$ cat src/rtl/lap_capture_fifo.sv
// Lap capture FIFO: snapshots count_in on each rising edge of save into a
// first-word-fall-through queue tagged with a running lap index.
module lap_capture_fifo #(
  parameter int unsigned WIDTH = 4,
  parameter int unsigned DEPTH = 4,
  parameter int unsigned IDXW  = 8
) (
  input  logic                         clk,
  input  logic                         rst,
  input  logic [WIDTH-1:0]             count_in,
  input  logic                         save,
  output logic [WIDTH-1:0]             out_data,
  output logic [IDXW-1:0]              out_idx,
  output logic                         out_valid,
  input  logic                         out_ready,
  output logic [$clog2(DEPTH+1)-1:0]   level,
  output logic                         overflow,
  input  logic                         clr_ovf
);

  localparam int unsigned PW = $clog2(DEPTH);
  localparam int unsigned LW = $clog2(DEPTH+1);

  logic [WIDTH-1:0] data_mem_q [DEPTH];
  logic [WIDTH-1:0] data_mem_d [DEPTH];
  logic [IDXW-1:0]  idx_mem_q  [DEPTH];
  logic [IDXW-1:0]  idx_mem_d  [DEPTH];

  logic [PW-1:0]    wr_ptr_q, wr_ptr_d;
  logic [PW-1:0]    rd_ptr_q, rd_ptr_d;
  logic [LW-1:0]    level_q, level_d;
  logic [IDXW-1:0]  lap_cnt_q, lap_cnt_d;
  logic             save_d_q, save_d_d;
  logic             overflow_q, overflow_d;

  logic cap, pop, push, drop, full, empty;

  // Handshake decode; full/empty come from the level register only.
  always_comb begin
    empty = (level_q == '0);
    full  = (level_q == LW'(DEPTH));
    cap   = save & ~save_d_q;
    pop   = ~empty & out_ready;
    push  = cap & (~full | pop);
    drop  = cap & full & ~pop;
  end

  always_comb begin
    save_d_d   = save;
    wr_ptr_d   = wr_ptr_q;
    rd_ptr_d   = rd_ptr_q;
    level_d    = level_q;
    lap_cnt_d  = lap_cnt_q;
    overflow_d = overflow_q;
    data_mem_d = data_mem_q;
    idx_mem_d  = idx_mem_q;

    if (push) begin
      data_mem_d[wr_ptr_q] = count_in;
      idx_mem_d[wr_ptr_q]  = lap_cnt_q + IDXW'(1);
      lap_cnt_d            = lap_cnt_q + IDXW'(1);
      wr_ptr_d             = wr_ptr_q + PW'(1);
    end
    if (pop) begin
      rd_ptr_d = rd_ptr_q + PW'(1);
    end

    case ({push, pop})
      2'b10:   level_d = level_q + LW'(1);
      2'b01:   level_d = level_q - LW'(1);
      default: level_d = level_q;
    endcase

    // A drop in the same cycle as a clear keeps the flag set.
    if (drop) begin
      overflow_d = 1'b1;
    end else if (clr_ovf) begin
      overflow_d = 1'b0;
    end
  end

  always_ff @(posedge clk) begin
    if (rst) begin
      save_d_q   <= 1'b1;
      wr_ptr_q   <= '0;
      rd_ptr_q   <= '0;
      level_q    <= '0;
      lap_cnt_q  <= '0;
      overflow_q <= 1'b0;
    end else begin
      save_d_q   <= save_d_d;
      wr_ptr_q   <= wr_ptr_d;
      rd_ptr_q   <= rd_ptr_d;
      level_q    <= level_d;
      lap_cnt_q  <= lap_cnt_d;
      overflow_q <= overflow_d;
    end
  end

  // Storage needs no reset; validity is tracked by level_q.
  always_ff @(posedge clk) begin
    data_mem_q <= data_mem_d;
    idx_mem_q  <= idx_mem_d;
  end

  always_comb begin
    out_valid = ~empty;
    out_data  = empty ? '0 : data_mem_q[rd_ptr_q];
    out_idx   = empty ? '0 : idx_mem_q[rd_ptr_q];
    level     = level_q;
    overflow  = overflow_q;
  end

endmodule

$ cat config.mk
export PLATFORM = sky130hd
export DESIGN_NAME = lap_capture_fifo
export DESIGN_NICKNAME = d
export VERILOG_FILES = /design/src/rtl/lap_capture_fifo.sv
export SDC_FILE = /design/constraint.sdc
export NUM_CORES = 1
export LEC_CHECK = 0
export CORE_ASPECT_RATIO = 1.75
export CORE_UTILIZATION = 50
export DETAILED_ROUTE_END_ITERATION = 16
export PLACE_DENSITY = 0.71
export RECOVER_POWER = 100
export SYNTH_ARGS = -nofsm -noshare
export SYNTH_HDL_FRONTEND = slang
export SYNTH_SLANG_ARGS = --single-unit
$ cat constraint.sdc
create_clock -name clk -period 3.1 [get_ports clk]
set_input_delay 0.465 -clock clk [delete_from_list [all_inputs] [get_ports clk]]
set_output_delay 0.465 -clock clk [all_outputs]
set_load 0.02 [all_outputs]
Word-level counts from Yosys, hierarchy flattened
Index checks and enable logic that the tools add are counted.
{"block": "totals", "romBits": 0, "output_inout_bits": 17, "latchBits": 0, "reg_bits": 65, "mem_bits_rw": 0, "mem_count": 0, "input_bits": 9}
{"block": "classes", "n_mul": 0, "mux": 17, "shift": 0, "n_eq_ne": 3, "n_div": 0, "add_sub_neg": 5, "n_reduce_logical": 4, "bitwise_logic": 12, "n_lt_le_gt_ge": 3}
{"operator": "32-bit bitwise mux", "count": 1}
{"operator": "8-bit 2-to-1 mux", "count": 4}
{"operator": "8-bit binary-select mux with 2-bit select", "count": 1}
{"operator": "16-bit bitwise mux", "count": 1}
{"operator": "8-bit demux with 2-bit select", "count": 1}
{"operator": "4-bit 2-to-1 mux", "count": 4}
{"operator": "8-bit by 1-bit adder with 8-bit output (second input constant)", "count": 1}
{"operator": "4-bit binary-select mux with 2-bit select", "count": 1}
{"operator": "4-bit demux with 2-bit select", "count": 1}
{"operator": "3-bit >= comparator (second input constant)", "count": 2}
{"operator": "2-bit NOT with 3-bit output", "count": 2}
{"operator": "3-bit one-hot mux with 2 select lines", "count": 1}
{"operator": "1-bit bitwise AND", "count": 5}
{"operator": "2-bit by 1-bit adder with 2-bit output (second input constant)", "count": 2}
{"operator": "1-bit NOT", "count": 4}
{"operator": "2-bit nonzero test", "count": 2}
{"operator": "3-bit by 1-bit adder with 3-bit output (second input constant)", "count": 1}
{"operator": "3-bit == test (second input constant)", "count": 1}
{"operator": "3-bit logical NOT", "count": 1}
{"operator": "3-bit by 1-bit < comparator with 1-bit output (second input constant)", "count": 1}
{"operator": "3-bit by 1-bit subtractor with 3-bit output (second input constant)", "count": 1}
{"operator": "2-bit by 1-bit == test with 1-bit output (second input constant)", "count": 1}
{"operator": "2-bit == test (second input constant)", "count": 1}
{"operator": "1-bit 2-to-1 mux", "count": 2}
{"operator": "2 further kinds", "count": 2}

Depth between registers and ports, before layout
Gate-level depths: netlist of the first run.
{"block": "logic_depth", "ltp_word": 7, "depth_mapped": 10}

Least setup slack after synthesis of the first run
OpenSTA, ideal clock, no wires.
{"block": "synth_timing", "path_type": "register to register", "startpoint": "reg level_q[2] (netlist: level[2])", "endpoint": "reg level_q[2] (netlist: level[2])", "path_slack_ns": 0.724, "path_stages_with_launch": 11, "t_required_ns": 3.030, "arrival_time_ns": 2.306, "setup_ns": 0.070, "synth_period_minus_slack_ns": 2.376, "n_path_buf": 1, "cell_sequence": "dfxtp_1 -> nor4b_2 -> buf_2 -> nor2_1 -> inv_1 -> ha_1 -> inv_1 -> fa_1 -> xor2_1 -> or3_1 -> a21oi_1"}
{"block": "synth_between", "elab_chain_len": 7}
{"item": "from (decl)", "line_no": "31", "rtl": "logic [LW-1:0] level_q, level_d;"}
{"item": "from (signal assigned)", "line_no": "94", "rtl": "level_q <= level_d;"}
{"item": "3-bit logical NOT", "line_no": "40", "rtl": "empty = (level_q == '0);"}
{"item": "1-bit NOT", "line_no": "43", "rtl": "pop = ~empty & out_ready;"}
{"item": "1-bit bitwise AND", "line_no": "43"}
{"item": "1-bit bitwise OR", "line_no": "44", "rtl": "push = cap & (~full | pop);"}
{"item": "1-bit bitwise AND", "line_no": "44"}
{"item": "2-bit by 1-bit == test with 1-bit output / 2-bit == test (equally long branches)", "line_no": "68", "rtl": "case ({push, pop})"}
{"item": "3-bit one-hot mux with 2 select lines / 2-bit nonzero test (equally long branches)"}
Several ways; a longest one is shown, not always the timed one.
A chain may end at the register's enable or synchronous reset.

Worst setup path after layout of the first run
{"block": "layout_timing", "startpoint": "reg rd_ptr_q[0]", "endpoint": "out out_data[3]"}
{"block": "layout_between", "elab_chain_len": 5}
{"item": "from (decl)", "line_no": "30", "rtl": "logic [PW-1:0] rd_ptr_q, rd_ptr_d;"}
{"item": "from (signal assigned)", "line_no": "93", "rtl": "rd_ptr_q <= rd_ptr_d;"}
{"item": "2-bit NOT with 3-bit output (implied by the code)", "line_no": "108", "rtl": "out_data = empty ? '0 : data_mem_q[rd_ptr_q];"}
{"item": "4-bit binary-select mux with 2-bit select", "line_no": "108"}
{"item": "4-bit 2-to-1 mux (implied by the code) (2 in a row)", "line_no": "108"}
{"item": "4-bit 2-to-1 mux", "line_no": "108"}
{"item": "to (decl)", "line_no": "12", "rtl": "output logic [WIDTH-1:0] out_data,"}
No other way between the ends. The select of a mux whose other input is x is not followed.

==> qor.txt, run 1 <==
CTS Hold Buffers Added = 0
fin nets = 239
Seq cells post-synth = 65
maximum clock path buffer count = 2
VDD IR max = 0.339 mV
Setup WS post-layout = 308 ps
root buffer cell = clkbuf_8
Pwr Density = 670 mW/mm2
Ports = 26
Clock transition at path regs = 70 ps
highest routed layer = met4
end of the worst hold path = lap_cnt_q[3]
Register-to-Register Path Depth = 9
ant diodes = 0
Layout fillers = 460
synth warn = 0
Util after Layout = 61.5%
global route overflow = 0
CTS H-tree lvls = 3
count leader, synth = edfxtp_1
Least-Margin Pin Slew = 735 ps
Core Area = 0.00534 mm2
dpl hpwl = 3320 um
Worst setup SP type = flip-flop
placement row count = 35
Tmin final = 2790 ps
Crit path required time = 2630 ps
post-route insts no fill = 302
routed wl met3 = 169 um
fmax = 358 MHz
max-cap viol count = 0
Routed WL per cell = 15.9 um
die footprint = 0.00591 mm2
Post-DRT Antenna Nets = 0
vias in the first global route = 1699
unrepaired setup endpoints after global routing = false
Post-synth EDFFs = 48
Slew Viols, Final = 0
Worst Clk Skew = 8.20 ps
Reg-to-Reg End = level[2]
LEAKAGE = 1.15 nW
Synth async-reset ratio = 0%
WL met2 = 2690 um
TritonCTS clock tree = built
CTS Buf Count = 9
Starting Density = 52.3%
synth unique cells = 34
Syn Area/Cell = 14.5 um2
Chip Height = 101 um
top area cells in the synthesized netlist = edfxtp_1 52%, dfxtp_1 12%, mux4_2 9.7%
Final setup viols = 0
met1 wire length = 1900 um
Hold WC Path Type = flip-flop to flip-flop
mapped cell area = 0.00280 mm2
DR vias = 1607
DP Worst Slack = 337 ps
Initial DRT Pass Iterations = 4
Hold Path Origin = lap_cnt_q[3]
Reg2Reg Setup Slack = 740 ps
Seq/Total Area, Yosys = 63.7%
worst skew pair latency = 330 ps
PortBufs = 25
largest net degree at the start of global routing = 22
area leader, netlist = edfxtp_1
Most used DFF post-synth = edfxtp_1
status = finished, final reports clean
Total GRT Usage = 18.9%
Tcrit/Tclk final = 90.1%
DRC Markers = 0
Setup Fix Bufs, Post-CTS = 0
first-pass GRT wire length = 8020 um
P&R area growth vs syn = 17.6%
CTS Sinks = 65
reg2reg start = level[0]
initial antenna violation count = 0
Synth top area share = 51.6%
final hold vios = 0
Worst setup EP type = primary output
setup TNS = 0 ps
Mapped Cells = 193
# resized after CTS = 0
post-DR vias/cell = 5.32
Hold Path Cell Cnt = 2
max_slew headroom = 50.8%
total placed cells including tap cells = 286
CP Max Fanout = 12
CP arrival = 2330 ps
initial drt markers = 33
share of cells above drive strength 1 = 13.6%
RePlAce Congestion = 0.772
Synth Net Count = 209
Synth top cells by count = 48 x edfxtp_1, 17 x dfxtp_1, 17 x nor2b_1
Crit Path Class = flip-flop to primary output
die width = 58.5 um
drt total wl = 4810 um
-- power breakdown --
group / internal [mW] / total, mW / switching (mW)
clock: 0.371 / 0.688 / 0.317
sequential: 0.952 / 0.983 / 0.0307
combinational: 0.250 / 0.532 / 0.281
total: 1.57 / 2.20 / 0.629
-- stage by stage --
stage	hold WS, ps	power, mW	instance area [um2]
floorplan	484	1.35	2800
global placement	499	1.56	3120
global route	563	2.31	3290
detailed placement	517	1.58	3120
finish	525	2.20	3290
CTS	527	2.26	3310
-- area by class of cell --
type | instances | area (um2) | share of cell area [%]
Clock buffer | 11 | 131 | 4.00
Clock inverter | 5 | 56.3 | 1.71
Inverter | 11 | 41.3 | 1.26
Multi-Input combinational cell | 107 | 911 | 27.7
Sequential cell | 65 | 1780 | 54.2
Tap cell | 74 | 92.6 | 2.82
Timing Repair Buffer | 29 | 273 | 8.30
-- cell usage in the layout, fill, tap and decap left out, types with 8 or more instances in the layout --
| cell type | instances |
|---|---|
| clkbuf_8 | 9 |
| edfxtp_1 | 48 |
| mux4_2 | 12 |
| dlygate4sd3_1 | 21 |
| dfxtp_1 | 17 |
| nor2_1 | 14 |
| a21oi_1 | 9 |
| nor2b_1 | 17 |
| xor2_1 | 8 |
| inv_1 | 11 |
-- worst max-delay path, stage by stage, from the launching register on --
cell and delay, ps:
dfxtp_1 370, buf_4 280, mux4_2 540, nor2b_1 140, dlygate4sd3_1 670
-- flip-flops by register name, summed over array words and instances, names as in the netlist --
signal and count:
data_mem_q 16, idx_mem_q 32, lap_cnt_q 8, level 3, overflow 1, rd_ptr_q 2, save_d_q 1, wr_ptr_q 2
-- metal layers --
metal	global-route usage [%]	vias up
met1	20.7	783
met5	0	-
li1	-	772
met3	5.39	6
met4	7.69	0
met2	33.7	46
-- worst max path at each step --
| stage | startpoint | endpoint | slack [ps] | depth (start not counted) |
|---|---|---|---|---|
| floorplan | level[2] | level[2] | 720 | 10 |
| global placement | out_ready | level[2] | 500 | 10 |
| detailed placement | out_ready | level[2] | 340 | 10 |
| CTS | rd_ptr_q[0] | out_idx[7] | 380 | 4 |
| global route | level[0] | out_data[0] | 190 | 4 |
| finish | rd_ptr_q[0] | out_data[3] | 310 | 4 |
-- cell families (layout without fill, tap and decap cells) --
kind of cell	count (synthesis)	in the layout	synth area share [%]
AO/OA/AOI/OAI	20	20	4.48
XOR/XNOR	10	10	3.13
multiplexers	15	15	10.9
buffers and inverters	21	56	3.22
AND/OR/NAND/NOR	55	55	11.1
adder cells (fa/ha/maj)	7	7	3.40
flip-flops	65	65	63.7
Power figures use the tool's default switching activity.
==> inputs of run 2 (changes only) <==
ABC_AREA = 1   (was default)
==> run 2 against run 1 <==
Routed wire length rose by 6.6%. Sequential cell count did not move. Total power rose by 0.13%. Final cell count rose by 30%. Count of clock-buffer cells in the layout did not move. Worst hold slack got worse by 30 ps. Clock power fell by 14%. Largest power group unchanged. Critical endpoint is now out_idx[1]. First-iteration DRC count rose by 100%. Maximum frequency rose by 3.4%. Synthesized area rose by 1.3%. Final area fell by 0.76%. Combinational power rose by 15%.
==> qor.txt, run 2 <==
Post-synth EDFFs = 48
TritonCTS clock tree = built
initial drt markers = 67
Post-DRT Antenna Nets = 0
Pwr Density = 676 mW/mm2
Tmin final = 2700 ps
biggest regs = idx_mem_q: 32 flops, data_mem_q: 16 flops, lap_cnt_q: 8 flops
Most used DFF post-synth = edfxtp_1
post-DR vias/cell = 4.85
CTS H-tree lvls = 3
total placed cells including tap cells = 377
fmax = 371 MHz
Synth Net Count = 298
register with the most flip-flops = idx_mem_q
first-pass GRT wire length = 8580 um
count leader, synth = nor2_1
placement row count = 35
synth warn = 0
area leader, netlist = edfxtp_1
most frequent cells in the layout = 77 x nor2_1, 48 x edfxtp_1, 31 x nand2_1
Starting Density = 53.0%
ant diodes = 0
Chip Height = 102 um
root buffer cell = clkbuf_8
unrepaired setup endpoints after global routing = false
largest net degree at the start of global routing = 27
CP Max Fanout = 9
post-route insts no fill = 392
Synth top area share = 50.9%
Syn Area/Cell = 10.0 um2
Setup Fix Bufs, Post-CTS = 0
PortBufs = 25
Crit path required time = 2630 ps
Ports = 26
CTS Buf Count = 9
fin nets = 330
Power Total = 2.20 mW
Core Area = 0.00534 mm2
max-cap viol count = 0
max reg flops = 32
Util after Layout = 61.1%
status = finished, final reports clean
Routed WL per cell = 13.1 um
Hold WC Path Type = flip-flop to flip-flop
vias in the first global route = 1912
Clock transition at path regs = 60 ps
Synth top cells by count = 74 x nor2_1, 48 x edfxtp_1, 29 x nand2_1
RePlAce Congestion = 0.813
Least-Margin Pin Slew = 802 ps
CTS Hold Buffers Added = 0
max_slew headroom = 46.5%
most common cell after layout, fill and taps aside = nor2_1
mapped cell area = 0.00283 mm2
top area cells in the synthesized netlist = edfxtp_1 51%, dfxtp_1 12%, nor2_1 9.8%
die width = 58.9 um
Synth async-reset ratio = 0%
WHS = 495 ps
Worst setup SP type = flip-flop
Slew Viols, Final = 0
dpl hpwl = 3440 um
synth unique cells = 23
Total GRT Usage = 20.3%
initial antenna violation count = 0
worst skew pair latency = 340 ps
Worst Clk Skew = 5.79 ps
DR vias = 1903
setup TNS = 0 ps
final hold vios = 0
Seq/Total Area, Yosys = 62.9%
LEAKAGE = 1.29 nW
maximum clock path buffer count = 2
Seq cells post-synth = 65
Mapped Cells = 282
DRC Markers = 0
CP arrival = 2230 ps
Initial DRT Pass Iterations = 4
VDD IR max = 0.380 mV
drt total wl = 5120 um
global route overflow = 0
CTS Sinks = 65
Tcrit/Tclk final = 87.1%
Worst setup EP type = primary output
# resized after CTS = 0
P&R area growth vs syn = 15.2%
share of cells above drive strength 1 = 6.29%
die footprint = 0.00598 mm2
Final setup viols = 0
Crit Path Class = flip-flop to primary output
-- run 2: kinds of logic after synthesis --
logic type               share of synthesized area (%)
AO/OA/AOI/OAI                                     9.50
XOR/XNOR                                          1.50
buffers and inverters                             6.89
AND/OR/NAND/NOR                                   15.8
adder cells (fa/ha/maj)                           3.36
flip-flops                                        62.9
-- run 2: layer usage --
metal | up-vias | track usage (%) | routed length (um)
met4 | 0 | 12.3 | 101
met2 | 34 | 35.8 | 2820
met5 | - | 0 | 0
met1 | 868 | 20.9 | 2050
met3 | 9 | 5.49 | 151
li1 | 992 | - | -
-- run 2: power breakdown --
part           switching [mW]  total [mW]  internal [mW]
combinational           0.385       0.612          0.227
sequential             0.0312        1.00          0.968
clock                   0.292       0.593          0.301
total                   0.708        2.20           1.50
-- run 2: layout make-up --
class	instances	area (um2)
clock inverters	4	20.0
inverters	28	108
multi-input cells	178	831
well taps	74	92.6
repair buffers	32	288
fillers	497	2080
clock buffers	11	141
flip-flops and latches	65	1780
-- run 2: final timing paths --
kind | startpoint | slack [ps] | cells past startpoint | endpoint
worst min register to register | level[0] | 490 | 1 | level[0]
worst min-delay path | level[0] | 490 | 1 | level[0]
worst max-delay path | rd_ptr_q[0] | 400 | 6 | out_idx[1]
worst max register to register | level[0] | 740 | 10 | level[2]
-- run 2: worst max-delay path, stage by stage, from the launching register on --
cell and delay (ps):
dfxtp_1 560, buf_4 240, nor2_1 60, nor2_1 80
o21ai_0 80, a21oi_1 180, dlygate4sd3_1 690
-- run 2: metrics by stage --
| step | cell area [um2] | worst slack [ps] |
|---|---|---|
| after floorplan | 2830 | 1100 |
| after detailed placement | 3140 | 466 |
| after global placement | 3140 | 571 |
| after CTS | 3300 | 436 |
| final | 3260 | 401 |
| after global routing | 3260 | 194 |
==> inputs of run 3 (changes only) <==
ABC_CLOCK_PERIOD_IN_PS = 3100   (was default)
CORE_MARGIN = 3   (was default)
CORE_UTILIZATION = 40   (was 50)
PLACE_DENSITY = default   (was 0.71)
==> run 3 against run 2 <==
Routed wire length increased by 5.6%. First-iteration DRC count increased to 2.5 times the previous value. Critical path depth decreased by 1. Register-to-register slack improved by 100 ps. Core utilization decreased by 11 points. Count of clock-buffer cells in the layout increased by 2. Sequential power about the same. Largest cell class unchanged. Highest routed layer unchanged.
==> qor.txt, run 3 (synthesis gave the netlist of run 2 again) <==
Crit Path Class = flip-flop to primary output
status = finished, final reports clean
first-pass GRT wire length = 8980 um
# resized after CTS = 0
CP Buf/Inv Count = 2
Initial DRT Pass Iterations = 4
die footprint = 0.00816 mm2
VDD IR max = 0.369 mV
CTS Buf Count = 9
TritonCTS clock tree = built
maximum clock path buffer count = 2
largest net degree at the start of global routing = 27
Hold WC Path Type = flip-flop to flip-flop
max_slew headroom = 41.9%
Least-Margin Pin Slew = 871 ps
biggest regs = idx_mem_q: 32 flops, data_mem_q: 16 flops, lap_cnt_q: 8 flops
Hold Path Origin = overflow
P&R area growth vs syn = 20.4%
RePlAce Congestion = 0.700
reg2reg start = level[2]
max reg flops = 32
Cell Chain, Critical Path = inv_1, nor2_1, o21ai_1, a21oi_1, dlygate4sd3_1
Worst setup EP type = primary output
Clock transition at path regs = 50 ps
fin nets = 329
drt total wl = 5410 um
Post-DRT Antenna Nets = 0
Chip Height = 117 um
CTS Sinks = 65
Tmin final = 2750 ps
Routed WL per cell = 13.5 um
DR vias = 1908
Setup WS post-layout = 349 ps
initial drt markers = 168
Pwr Density = 765 mW/mm2
Worst Clk Skew = 4.20 ps
CP Launch Point = rd_ptr_q[1]
Setup Fix Bufs, Post-CTS = 0
most common cell after layout, fill and taps aside = nor2_1
Final setup viols = 0
register with the most flip-flops = idx_mem_q
worst skew pair latency = 320 ps
Ports = 26
max-cap viol count = 0
CTS Hold Buffers Added = 0
fmax = 364 MHz
ant diodes = 0
Tcrit/Tclk final = 88.7%
most frequent cells in the layout = 76 x nor2_1, 48 x edfxtp_1, 31 x nand2_1
global route overflow = 0
DP Worst Slack = 502 ps
vias in the first global route = 1862
share of cells above drive strength 1 = 5.97%
setup TNS = 0 ps
initial antenna violation count = 0
Starting Density = 41.3%
Slew Viols, Final = 0
WHS = 478 ps
DRC Markers = 0
LEAKAGE = 1.34 nW
CP max-delay cell = dlygate4sd3_1
post-DR vias/cell = 4.75
CP arrival = 2290 ps
cell family with most CP delay = buffers and inverters
Core Area = 0.00686 mm2
CP Max Fanout = 12
root buffer cell = clkbuf_16
final hold vios = 0
Worst setup SP type = flip-flop
CTS H-tree lvls = 3
unrepaired setup endpoints after global routing = false
Total GRT Usage = 14.4%
placement row count = 40
CP peak stage delay = 700 ps
dpl hpwl = 3510 um
PortBufs = 25
die width = 69.6 um
Crit path required time = 2630 ps
[run 3: worst paths after layout]
check | end | slack, ps | depth (start not counted)
setup / recovery | out_idx[5] | 350 | 5
hold / removal | overflow | 480 | 2
setup reg to reg | level[2] | 840 | 11
hold reg to reg | overflow | 480 | 2
[run 3: worst register-to-register path, delay by kind of cell (launching register included)]
| kind | cells | cell delay (ps) |
|---|---|---|
| compound gates | 2 | 220 |
| fa+ha+maj | 2 | 660 |
| flops | 1 | 330 |
| simple gates | 5 | 800 |
| buf+inv | 2 | 150 |
[run 3: report_power, final]
| group | internal (mW) | switching (mW) | total, mW |
|---|---|---|---|
| logic | 0.225 | 0.391 | 0.616 |
| registers | 0.970 | 0.0337 | 1.00 |
| clock network | 0.661 | 0.326 | 0.987 |
[run 3: layer usage]
| layer | vias up | routed length [um] | GRT usage [%] |
|---|---|---|---|
| li1 | 988 | - | - |
| met1 | 891 | 2220 | 15.1 |
| met2 | 21 | 2940 | 25.5 |
| met3 | 8 | 131 | 4.20 |
| met4 | 0 | 124 | 7.33 |
| met5 | - | 0 | 0 |
[run 3: cell type report]
type                       count  area [um2]
tap                           84         105
fill                         628        3450
timing repair buffer          31         280
inverter                      28         106
clock inverter                 3        38.8
clock buffer                  13         260
multi-input combinational    178         837
sequential                    65        1780
[run 3: through the flow]
stage | std cells | power [mW] | cell area, um2 | utilization, %
finish | 402 | 2.61 | 3410 | 49.7
global route | 402 | 2.75 | 3410 | 49.7
global placement | 386 | 1.68 | 3140 | 45.9
detailed placement | 386 | 1.69 | 3140 | 45.9
floorplan | 282 | 1.43 | 2830 | -
CTS | 402 | 2.68 | 3440 | 50.2
